**src/rtl/mux8_rr_scheduler.sv**
```systemverilog
// Round-robin scheduler sharing one 8:1 single-bit selector among 8 requesters.
// Drives the registered select/grant, samples the selected data bit, and
// force-releases a grant that is held for HOLD_MAX consecutive cycles.
//
// state   | meaning
// --------+------------------------------------------------------------
// S_IDLE  | no grant outstanding, arbitrate on any request
// S_GRANT | one requester owns the selector, dout sampled every cycle
// S_GAP   | single settling cycle after release, arbitrate with new ptr
module mux8_rr_scheduler #(
  parameter int HOLD_MAX  = 8,
  parameter int PTR_RESET = 0
) (
  input  logic       clock,
  input  logic       reset,
  input  logic [7:0] req,
  input  logic       done,
  input  logic [7:0] data_in,
  output logic [2:0] sel,
  output logic [7:0] gnt,
  output logic       gnt_valid,
  output logic       dout,
  output logic       dout_valid,
  output logic       timeout
);

  typedef enum logic [1:0] {S_IDLE, S_GRANT, S_GAP} state_t;

  localparam logic [7:0] HOLD_LAST = 8'(HOLD_MAX - 1);
  localparam logic [2:0] PTR_INIT  = 3'(PTR_RESET);

  state_t     state;
  logic [2:0] ptr;
  logic [7:0] hold_cnt;

  logic [2:0] win;
  logic [2:0] idx;
  logic       any_req;
  logic       exit_done;
  logic       exit_wdraw;
  logic       exit_hold;
  logic       exit_any;

  // Round-robin pick: scan from ptr upward; walking the offsets from high to
  // low lets the smallest offset with a request overwrite the others.
  always_comb begin
    win     = ptr;
    idx     = ptr;
    any_req = 1'b0;
    for (int i = 7; i >= 0; i--) begin
      idx = ptr + 3'(i);
      if (req[idx]) begin
        win     = idx;
        any_req = 1'b1;
      end
    end
  end

  // Release causes while granting; timeout only flags a pure hold expiry.
  always_comb begin
    exit_done  = done;
    exit_wdraw = ~req[sel];
    exit_hold  = (hold_cnt == HOLD_LAST);
    exit_any   = exit_done | exit_wdraw | exit_hold;
  end

  // Scheduler FSM with all outputs registered.
  always_ff @(posedge clock) begin
    if (reset) begin
      state      <= S_IDLE;
      ptr        <= PTR_INIT;
      sel        <= 3'd0;
      gnt        <= 8'd0;
      gnt_valid  <= 1'b0;
      dout       <= 1'b0;
      dout_valid <= 1'b0;
      timeout    <= 1'b0;
      hold_cnt   <= 8'd0;
    end else begin
      timeout    <= 1'b0;
      dout_valid <= gnt_valid;
      case (state)
        S_IDLE, S_GAP: begin
          if (any_req) begin
            state     <= S_GRANT;
            sel       <= win;
            gnt       <= 8'b1 << win;
            gnt_valid <= 1'b1;
            hold_cnt  <= 8'd0;
          end else begin
            state <= S_IDLE;
          end
        end
        S_GRANT: begin
          dout     <= data_in[sel];
          hold_cnt <= hold_cnt + 8'd1;
          if (exit_any) begin
            state     <= S_GAP;
            gnt       <= 8'd0;
            gnt_valid <= 1'b0;
            ptr       <= sel + 3'd1;
            timeout   <= exit_hold & ~exit_done & ~exit_wdraw;
          end
        end
        default: state <= S_IDLE;
      endcase
    end
  end

endmodule
```
**config.mk**
```make
export PLATFORM = sky130hd
export DESIGN_NAME = mux8_rr_scheduler
export DESIGN_NICKNAME = d
export VERILOG_FILES = /design/src/rtl/mux8_rr_scheduler.sv
export SDC_FILE = /design/constraint.sdc
export NUM_CORES = 1
export LEC_CHECK = 0
export BUFFER_PORTS_ARGS = -buffer_cell sky130_fd_sc_hd__clkbuf_2
export CAP_MARGIN = 25
export CELL_PAD_IN_SITES_DETAIL_PLACEMENT = 1
export CELL_PAD_IN_SITES_GLOBAL_PLACEMENT = 2
export CORE_MARGIN = 1
export CORE_UTILIZATION = 33
export DETAILED_ROUTE_END_ITERATION = 8
export PLACE_DENSITY_LB_ADDON = 0.1
export SLEW_MARGIN = 20
export SYNTH_ARGS = -nofsm -noshare
export SYNTH_HDL_FRONTEND = slang
export SYNTH_SLANG_ARGS = --single-unit
export TNS_END_PERCENT = 30
```
**constraint.sdc**
```tcl
create_clock -name clock -period 3.8 [get_ports clock]
set_input_delay 0.76 -clock clock [delete_from_list [all_inputs] [get_ports clock]]
set_output_delay 0.76 -clock clock [all_outputs]
set_load 0.02 [all_outputs]
```
**Word-level counts from Yosys, hierarchy flattened**

Index checks and enable logic that the tools add are counted.

- Logic and storage cells: 96
- Output and inout bits: 15
- Input bits: 19
- Register bits after elaboration: 28

- Shift-type cells: 1
- Equality and inequality tests: 5
- Reduce and logical (&&, ||, !) cells: 8
- Add/subtract/negate cells: 9
- Bitwise operators: 8
- Order comparisons: 9
- Muxes and demuxes: 47

Operator list:

| kind | count |
|---|---|
| $lt A3 B4 Y1 const B | 9 |
| $pmux W8 S2 | 2 |
| $bmux W1 S3 | 10 |
| $mux W3 | 8 |
| $mux W8 | 3 |
| $mux W1 | 21 |
| $add A3 B3 Y3 const B | 4 |
| $add A8 B1 Y8 const B | 1 |
| $eq A8 B3 Y1 const B | 1 |
| $shl A1 B3 Y8 const A | 1 |
| $add A3 B1 Y3 const B | 2 |
| $add A3 B2 Y3 const B | 2 |
| $reduce_and A2 Y1 | 3 |
| $ne A2 B2 Y1 const B | 2 |
| $not A1 Y1 | 4 |
| $pmux W2 S2 | 1 |
| $reduce_and A3 Y1 | 1 |
| $reduce_or A3 Y1 | 1 |
| $and A1 B1 Y1 | 2 |
| $eq A2 B1 Y1 const B | 1 |
| $eq A2 B2 Y1 const B | 1 |
| $logic_not A2 Y1 | 1 |
| $mux W2 | 1 |
| $or A1 B1 Y1 | 2 |
| 3 further kinds | 3 |

**Longest topological paths before layout**

- Depth in word-level cells: 14
- Mapped depth: 13
- Depth with buffers taken out: 9

**Worst setup path before layout**

OpenSTA, ideal clock, no wires.

- Path type: register to register
- Start point: register ptr[0]
- End point: register gnt[3]
- Arrival: 3139 ps
- Stages on the path, launching flop included: 14
- Buffers on the path: 4
- Data required time: 3716 ps
- Period minus slack after synthesis: 3223 ps
- Setup slack: 577 ps
- Cells stage by stage: dfxtp_1 > buf_6 > buf_2 > inv_1 > ha_1 > buf_4 > mux2_2 > mux4_1 > nor3_2 > a41oi_1 > buf_2 > nor3b_4 > nand2_1 > o31ai_2

- Cells in the longest elaborated chain, start to end: 14

Ends and longest elaborated chain:

| item | line | text |
|---|---|---|
| start, declared | 33 | `logic [2:0] ptr;` |
| start signal, assigned | 101 | `ptr <= sel + 3'd1;` |
| $add A3 B3 Y3 | 51 | `idx = ptr + 3'(i);` |
| $bmux W1 S3 | 52 | `if (req[idx]) begin` |
| $mux W1 (implied by the code) | 52 |  |
| $mux W3 (8 in series) | 52 |  |
| $shl A1 B3 Y8 | 87 | `gnt <= 8'b1 << win;` |
| $mux W8 | 84 | `if (any_req) begin` |
| $pmux W8 S2 | 82 | `case (state)` |
| end signal, assigned | 87 |  |
| end, declared | 20 | `output logic [7:0] gnt,` |

Parallel ways exist; a longest one is shown, timed or not. The select of a mux whose other input is x is not followed.
A chain may end at the register's enable or synchronous reset.

**Worst setup path in the final report**

- Start point: register ptr[1]
- End point: register hold_cnt[5]

- Cells in the longest elaborated chain, start to end: 13

Ends and longest elaborated chain:

| item | line | text |
|---|---|---|
| $add A3 B3 Y3 | 51 |  |
| $bmux W1 S3 | 52 |  |
| $mux W1 (implied by the code) | 52 |  |
| $mux W1 (7 in series) | 52 |  |
| $mux W1 (*) | 52 |  |
| $ne A2 B2 Y1 (no source line) (*) | n/a |  |
| $reduce_and A2 Y1 (no source line) (*) | n/a |  |
| end signal, assigned | 96 | `hold_cnt <= hold_cnt + 8'd1;` |
| end, declared | 34 | `logic [7:0] hold_cnt;` |

Mark *: on every way between the ends. The rest lies on a longest branch, timed or not. The select of a mux whose other input is x is not followed.

==> results.sh <==
export IMPL_r2r_end="hold_cnt[5]"
export IMPL_grt_pass1_wl_um=9380
export IMPL_layout_drive_gt1_share_pct=30.4
export IMPL_grt_max_degree=23
export IMPL_worstReg2RegStart="ptr[1]"
export IMPL_fin_setup_tns_ns=0
export IMPL_synth_nets=252
export IMPL_ys_ff_latch=28
export IMPL_synth_top_cell_by_area="dfxtp_1"
export IMPL_avgSynthCellArea_um2=9.23
export IMPL_pwr_share_clk_pct=15.3
export IMPL_slew_headroom_pct=52.0
export IMPL_synthMuxAreaShare_pct=26.6
export IMPL_worstSetupPathType="register to register"
export IMPL_synth_edf_count=0
export IMPL_grt_pass1_vias=1837
export IMPL_die_w_um=82.0
export IMPL_critPathTopFamily="multiplexers"
export IMPL_power_frac_seq_pct=33.5
export IMPL_drtIter0Drc=46
export IMPL_grt_antenna_before_repair=0
export IMPL_irDropWorstVdd_uv=175
export IMPL_vias_per_cell=5.58
export IMPL_switching_share_pct=40.0
export IMPL_initial_core_util_pct=34.9
export IMPL_layout_commonest_cell="clkbuf_2"
export IMPL_post_cts_resized=0
export IMPL_die_h_um=82.0
export IMPL_critPathBufInv=1
export IMPL_timing_fmax_mhz=309
export IMPL_async_flop_share_pct=0
export IMPL_crit_arrival_ns=3.44
export IMPL_cp_slowest_stage_delay_ns=0.59
export IMPL_wl_per_cell_um=17.0
export IMPL_ioPinCount=34
export IMPL_grt_usage_pct=18.6
export IMPL_routed_wl_um=5690
export IMPL_cellLeakagePower_nw=0.924
export IMPL_hold_buffers=0
export IMPL_finalHoldViolations=0
export IMPL_power_switching_mw=0.424
export IMPL_grt_ovfl_total=0
export IMPL_synth_xor_area_share_pct=2.07
export IMPL_synthFlopType="dfxtp_1"
export IMPL_r2r_cells=9
export IMPL_ys_warn_count=0
export IMPL_crit_chain="inv_1 -> ha_1 -> mux2_2 -> mux4_1 -> nor3_2 -> a41oi_1 -> nor2_1 -> o21ai_0 -> a21oi_1"
export IMPL_intPower_mw=0.635
export IMPL_nets=285
export IMPL_clock_skew_ns=0.00626
export IMPL_worstSkewPairLatency_ns=0.27
export IMPL_synth_top_family_by_area="multiplexers"
export IMPL_comb_power_share_pct=51.2
export IMPL_htreeDepth=1
export IMPL_synth_distinct_cells=56
export IMPL_rsz0062_at_grt="false"
export IMPL_min_from="gnt[7]"
export IMPL_worst_setup_path_end_kind="register"
export IMPL_dieArea_mm2=0.00673
export IMPL_yosysSeqAreaShare_pct=26.5
export IMPL_status="finished, final reports clean"
export IMPL_p_per_area_mw_per_mm2=440
export IMPL_synth_fa_ha_area_share_pct=2.37
export IMPL_post_route_period_util_pct=85.2
export IMPL_critPathSlowestCell="mux4_1"
export IMPL_worstHoldPathType="register to register"
export IMPL_synth_compound_area_share_pct=17.6
export IMPL_num_vias=1870
export IMPL_maxCapViolCount=0
export IMPL_cp_start_kind="register"
export IMPL_place_congestion=0.832
export IMPL_critPathMaxFanout=7
export IMPL_cts_setup_buffers=0
export IMPL_path_clk_slew_ns=0.09
export IMPL_netlist_area_mm2=0.00211
export IMPL_numCtsBuffers=3
export IMPL_cts_root_buf="clkbuf_8"
export IMPL_hold_depth=2
export IMPL_synth_simple_area_share_pct=21.3
export IMPL_io_buffers=33
export IMPL_worstPathRequired_ns=4.00
export IMPL_total_power_mw=1.06
export IMPL_cts_sinks=28
export IMPL_setup_violations=0
export IMPL_drtPass1Iterations=4
export IMPL_synth_area_top_cells="dfxtp_1 (27%), mux4_2 (15%), mux2_2 (6.4%)"
export IMPL_syn2layout_area_growth_pct=13.8
export IMPL_place_hpwl_um=4430
export IMPL_diodes=0
export IMPL_synth_top_area_share_pct=26.5
export IMPL_r2r_slack_ns=0.56
export IMPL_fp_row_count=28
export IMPL_final_cell_mix="clkbuf_2 (33), nor2_1 (31), dfxtp_1 (28), nand2_1 (20), mux4_2 (14)"
export IMPL_remaining_drc_errors=0
export IMPL_finalCriticalPeriod_ns=3.24
export IMPL_antenna_left=0
export IMPL_coreArea_mm2=0.00606
export IMPL_slew_violations=0
export IMPL_hold_end="gnt[7]"
export IMPL_postSynthCellCount=229
export IMPL_cts_tree="built"
export IMPL_worstMarginPinSlew_ns=0.711
export IMPL_clock_path_buffers=2
sequential cells by signal (all words and copies together) (netlist names):
name        count
gnt             8
hold_cnt        8
ptr             3
sel             3
state           2
dout            1
dout_valid      1
gnt_valid       1
timeout         1
metal layers:
metal,vias to the layer above,global-route usage [%],part of all wire (%)
met5,-,0,0
met4,0,2.11,0.40
met3,4,2.89,3.0
met2,33,29.6,44
met1,905,27.1,53
li1,928,-,-
worst reg2reg max path, cell delays in order, from the launching register on:
cell and delay (ns):
dfxtp_1 0.34, inv_1 0.11, ha_1 0.47, mux2_2 0.38
mux4_1 0.59, nor3_2 0.22, a41oi_1 0.35, nor2_1 0.42
o21ai_0 0.15, a21oi_1 0.15
cells by family after synthesis:
kind of cell	Yosys count
compound gates	54
xor+xnor	5
fa+ha+maj	4
buf+inv	16
flops	28
mux	35
simple gates	87
layout make-up:
class,count,area (um^2)
fillers,746,3650
multi-input cells,185,1480
flip-flops and latches,28,561
repair buffers,40,218
well taps,75,93.8
clock buffers,3,41.3
inverters,4,15.0
stage by stage:
stage                     utilization [%]  instance area (um^2)  hold WS, ns  worst slack (ns)  std cells
after CTS                            39.7                  2410        0.463             0.566        335
final                                39.7                  2410        0.455             0.561        335
after global routing                 39.7                  2410        0.496             0.221        335
after global placement               39.0                  2370        0.439             0.617        332
after detailed placement             39.0                  2370        0.449             0.575        332
after floorplan                         -                  2110        0.480             0.577        229
power by group through the flow:
stage | Sequential, mW | Clock [mW] | Combinational [mW]
6_report | 0.355 | 0.162 | 0.543
5_1_grt | 0.362 | 0.181 | 0.597
4_1_cts | 0.356 | 0.172 | 0.547
3_5_place_dp | 0.363 | 0 | 0.545
3_3_place_gp | 0.362 | 0 | 0.542
2_1_floorplan | 0.377 | 0 | 0.382
cells in the mapped netlist, types with 2 or more instances:
cell and n:
and3_1 3, o21ai_0 8, a41oi_1 2, o211ai_1 3, buf_2 3, nand2b_1 4
ha_1 4, nand4_1 2, a211o_1 2, mux2_2 12, nor3_2 2, xnor2_1 3
clkbuf_1 6, nor2b_1 4, xor2_1 2, mux4_2 14, or2_2 2, a31oi_1 5
nor3b_1 2, dfxtp_1 28, a32o_1 2, a21oi_1 13, nand2_1 20, a211oi_1 3
nor3_1 7, inv_1 4, mux2i_1 7, o21ai_1 4, nor2_1 31
how the worst max path moves through the flow:
stage	from	endpoint	slack (ns)	depth (start not counted)
6_report	ptr[1]	hold_cnt[5]	0.56	9
5_1_grt	ptr[1]	hold_cnt[3]	0.22	9
4_1_cts	ptr[1]	hold_cnt[4]	0.57	9
3_5_place_dp	ptr[1]	hold_cnt[5]	0.57	9
3_3_place_gp	ptr[1]	gnt[4]	0.62	9
2_1_floorplan	ptr[0]	gnt[3]	0.58	13
Note: power is estimated with default switching activity, not from simulation.
